**config.mk**
```make
export PLATFORM = sky130hd
export DESIGN_NAME = rr_grant_encoder
export DESIGN_NICKNAME = d
export VERILOG_FILES = /design/src/rtl/rr_grant_encoder.sv
export SDC_FILE = /design/constraint.sdc
export NUM_CORES = 1
export LEC_CHECK = 0
export CAP_MARGIN = 15
export CORE_AREA = 2 2 39 41
export CTS_CLUSTER_DIAMETER = 120
export CTS_CLUSTER_SIZE = 30
export DETAILED_ROUTE_END_ITERATION = 16
export DIE_AREA = 0 0 41 43
export PLACE_DENSITY_LB_ADDON = 0.05
export SYNTH_ARGS = -nofsm -noshare
export SYNTH_HDL_FRONTEND = slang
export SYNTH_SLANG_ARGS = --single-unit
```
**constraint.sdc**
```tcl
create_clock -name clk -period 2.22 [get_ports clk]
set_input_delay 0.444 -clock clk [delete_from_list [all_inputs] [get_ports clk]]
set_output_delay 0.444 -clock clk [all_outputs]
set_load 0.1 [all_outputs]
```
**src/rtl/rr_grant_encoder.sv**
```systemverilog
// rr_grant_encoder: round-robin arbiter feeding general_dec.
// Picks one of N = 2**INPUT_WIDTH requesters and drives the decoder's binary
// select (w) and enable (en). A grant is held until the owner pulses done or
// drops its request, and is always followed by at least one idle cycle. The
// search for the next owner starts just after the previous one, so priority
// rotates.
// Optional feature: define RR_TIMEOUT_EN to cap a grant at MAX_HOLD cycles.
module rr_grant_encoder #(
  parameter int INPUT_WIDTH = 2,
  parameter int MAX_HOLD    = 16
) (
  input  logic                        clk,
  input  logic                        rst_n,
  input  logic [2**INPUT_WIDTH-1:0]   req,
  input  logic                        done,
  output logic [INPUT_WIDTH-1:0]      w,
  output logic                        en
);

  localparam int N = 2**INPUT_WIDTH;

  typedef enum logic {
    IDLE  = 1'b0,
    GRANT = 1'b1
  } state_t;

  // The hold counter is 8 bits wide, so the cap must fit in it.
  if (MAX_HOLD < 1 || MAX_HOLD > 255) begin : g_bad_max_hold
    $error("rr_grant_encoder: MAX_HOLD must be in 1..255");
  end

  state_t                 state, state_nxt;
  logic [INPUT_WIDTH-1:0] ptr, ptr_nxt;
  logic [INPUT_WIDTH-1:0] w_nxt;
  logic [INPUT_WIDTH-1:0] pick;
  logic [INPUT_WIDTH-1:0] cand;
  logic                   found;
  logic                   timeout;
  logic                   release_grant;

`ifdef RR_TIMEOUT_EN
  logic [7:0] hold_cnt;

  // Count cycles spent in GRANT; the count sits at zero while idle so it is
  // already cleared on the edge that enters GRANT.
  always_ff @(posedge clk or negedge rst_n) begin
    if (!rst_n) begin
      hold_cnt <= 8'd0;
    end else if (state == IDLE) begin
      hold_cnt <= 8'd0;
    end else begin
      hold_cnt <= hold_cnt + 8'd1;
    end
  end

  // During the MAX_HOLD-th grant cycle the count is MAX_HOLD-1, so releasing
  // at the end of that cycle keeps en high for exactly MAX_HOLD cycles.
  assign timeout = (hold_cnt == 8'(MAX_HOLD - 1));
`else
  assign timeout = 1'b0;
`endif

  // The owner lets go when it says so, stops requesting, or runs out of time.
  assign release_grant = done || !req[w] || timeout;

  // Circular search for the first requester after ptr; i == N wraps back to
  // ptr itself, so the last owner is considered only after everyone else.
  always_comb begin
    // NOTE: every variable gets a default before any branch so no latch is inferred.
    found = 1'b0;
    pick  = ptr;
    cand  = '0;
    for (int i = 1; i <= N; i++) begin
      cand = ptr + INPUT_WIDTH'(i);
      if (!found && req[cand]) begin
        found = 1'b1;
        pick  = cand;
      end
    end
  end

  // Next-state logic: arbitrate only from IDLE, release only from GRANT.
  always_comb begin
    state_nxt = state;
    w_nxt     = w;
    ptr_nxt   = ptr;
    case (state)
      IDLE: begin
        if (found) begin
          state_nxt = GRANT;
          w_nxt     = pick;
          ptr_nxt   = pick;
        end
      end
      GRANT: begin
        if (release_grant) begin
          state_nxt = IDLE;
        end
      end
      default: state_nxt = IDLE;
    endcase
  end

  // State, select and priority pointer registers. ptr resets to N-1 so the
  // very first search begins at requester 0.
  always_ff @(posedge clk or negedge rst_n) begin
    // NOTE: all registers here are small control flops, so every one of them is reset.
    if (!rst_n) begin
      state <= IDLE;
      w     <= '0;
      ptr   <= INPUT_WIDTH'(N - 1);
    end else begin
      // NOTE: non-blocking assignments so every flop samples pre-edge values.
      state <= state_nxt;
      w     <= w_nxt;
      ptr   <= ptr_nxt;
    end
  end

  // en is a direct decode of the state flop, so it is registered and drops
  // with the asynchronous reset.
  assign en = (state == GRANT);

endmodule

```
==> impl_metrics.yaml <==
drt:
  vias: 274
  route.met2.wl_um: 348
  final_antenna_net_count: 0
  routed.top_layer: "met3"
  routedWlPerCell_um: 13.11
  met3_length_um: 60
  drc_errors: 0
  drt-total-wl_um: 734
  drt_iter0_markers: 6
  wl_met1_um: 325
  via_per_inst: 4.893
  dr.pass1.iters: 4
finish:
  area_growth_pct: 41.70
  mostFrequentLayoutCells: "clkdlybuf4s50_1 (6), inv_1 (3), clkbuf_4 (3), dfrtp_1 (3), buf_4 (3)"
  final_common_cell: "clkdlybuf4s50_1"
  post-route-util_pct: 31.65
  diodes: 0
  drive_above_1_share_pct: 32.50
  final_cells: 56
  fin_nets: 48
cts:
  cts_made_buffers: 3
  clock_sinks: 5
  ctsHtreeMaxLevel: 1
  cts_tree: "yes"
  holdBufCountCts: 0
  clock_latency_ns: 0.23
  clkTransAtPathRegs_ns: 0.04
  cts_setup_buffers: 0
  cts_resized: 0
  cts_root_buf: "clkbuf_4"
  cts_buffer_depth: 2
sta:
  grt_setup_unrepaired: "false"
  fin_crit_sh_pct: 69.82
  worst_slew_pin_slew_ns: 0.2898
  finalSetupTns_ns: 0
  fin_skew_ns: 0.0004476
  drv_slew: 0
  maxSlewHeadroom_pct: 80.52
  fmax_ghz: 0.6452
  fin_crit_ns: 1.550
  setup_viol: 0
  hold_viol_final: 0
setup_path:
  endpoint_kind: "flop"
  crit_slowest_cell: "clkdlybuf4s50_1"
  worst-path-max-fanout: 6
  arrival_ns: 1.65
  rr_endpoint: "w[0]$_DFFE_PN0P_"
  critPathMaxStageDelay_ns: 0.52
  rrSetupSlack_ns: 0.82
  regToRegStartpoint: "ptr[1]$_DFFE_PN1P_"
  crit_chain: "clkdlybuf4s50_1 -> mux2_4 -> a211oi_2 -> a32oi_1"
  path_class: "in -> reg"
  reg2reg_depth: 3
  crit_buf_inv: 1
  crit_family: "buffers and inverters"
  cp_data_required_time_ns: 2.32
  cp-start-kind: "input pin"
synthesis:
  synth_top_area_share_pct: 24.29
  synth_edf_count: 0
  synth_top_cell_by_area: "dfrtp_1"
  async_flop_share_pct: 100.0
  yosysWarnings: 0
  synth_area_per_cell_sq_um: 11.45
  ys.flop_type: "dfrtp_1"
  syn_inst: 27
  synth_fp_nets: 34
  synth_area_leaders: "dfrtp_1 (24%), dfstp_2 (17%), mux4_2 (7.3%)"
  syn-cell-area_sq_um: 309.0
  yosysSeqAreaShare_pct: 41.30
  ys_types: 17
  ys_seq_elements: 5
global_route:
  grt_pass1_vias: 271
  grt_max_degree: 7
  grt_pass1_wl_um: 1124
  grt.total_usage_pct: 10.04
  overflow: 0
  antenna_found_initial: 0
die:
  die_area_sq_um: 1763
  fp.dieW_um: 41
  core-area_sq_um: 1384
  start_util_pct: 22.33
  std_cell_rows: 14
  die_h_um: 43
  boundaryPins: 10
power_and_ir_drop:
  total_leakage_power_nw: 0.1769
  power_density_nw_per_um2: 1714
  ir_drop_v: 0.0006165
flow_run:
  drv_cap: 0
placed_design:
  numPortBuffers: 9
  dp.cells: 52
  place_congestion: 0.6339
  dp_hpwl_um: 564.1
run_status:
  run_status: "completed"
worst_hold_path:
  worstHoldPathType: "in -> async"
-- cells by family (layout without fill, tap and decap cells) --
| kind of cell | count (synthesis) | in the layout | synth area share [%] |
|---|---|---|---|
| buffers and inverters | 3 | 16 | 3.643 |
| and+or+nand+nor | 9 | 9 | 19.43 |
| AOI/OAI and AO/OA | 8 | 8 | 23.49 |
| DFF | 5 | 5 | 41.29 |
| muxes | 2 | 2 | 12.14 |
-- sequential cells by signal, summed over array words and instances, names as in the netlist --
name / cells
en: 1
ptr: 2
w: 2
-- layout make-up --
class | instances | area (sq um)
clock buffers | 4 | 26.28
multi-input cells | 19 | 170.2
flip-flops and latches | 5 | 127.6
fillers | 150 | 945.9
inverters | 3 | 11.26
repair buffers | 9 | 82.58
well taps | 16 | 20.02
-- Yosys cell counts, types with 2 or more instances --
master	number
nand3b_1	2
a32oi_1	2
dfstp_2	2
nor2_1	2
o2bb2ai_1	2
dfrtp_1	3
nand2b_1	2
inv_1	3
-- metrics by stage --
step	power, mW	hold WS, ns	setup WS, ns	instance area [sq um]
after global routing	0.7958	0.4259	0.6124	437.9
after floorplan	0.5446	0.1484	0.4298	309.0
after detailed placement	0.6540	0.5348	0.4223	411.6
final	0.7508	0.4202	0.6700	437.9
after CTS	0.7594	0.4194	0.6654	437.9
after global placement	0.6468	0.5253	0.4431	411.6
-- metal layers --
layer  up-vias  GRT usage (%)
li1        130              -
met1       133          12.62
met2        11          13.44
met3         0          1.571
met4         0          10.00
met5         -              0
-- how the worst max path moves through the flow --
| stage | slack [ns] | cells after the start | from | to |
|---|---|---|---|---|
| 2_1_floorplan | 0.43 | 3 | w[0]$_DFFE_PN0P_ | en$_DFF_PN0_ |
| 3_3_place_gp | 0.44 | 4 | req[1] | w[0]$_DFFE_PN0P_ |
| 3_5_place_dp | 0.42 | 4 | req[3] | w[0]$_DFFE_PN0P_ |
| 4_1_cts | 0.67 | 4 | req[3] | w[0]$_DFFE_PN0P_ |
| 5_1_grt | 0.61 | 4 | req[3] | w[0]$_DFFE_PN0P_ |
| 6_report | 0.67 | 4 | req[3] | w[0]$_DFFE_PN0P_ |
-- where the power goes --
part	leakage, nW	internal, mW	switching (mW)
registers	0.0559	0.153	0.0545
logic	0.106	0.139	0.304
clock network	0.0150	0.0677	0.0330
total	0.177	0.359	0.391
Note: power is estimated with default switching activity, not from simulation.
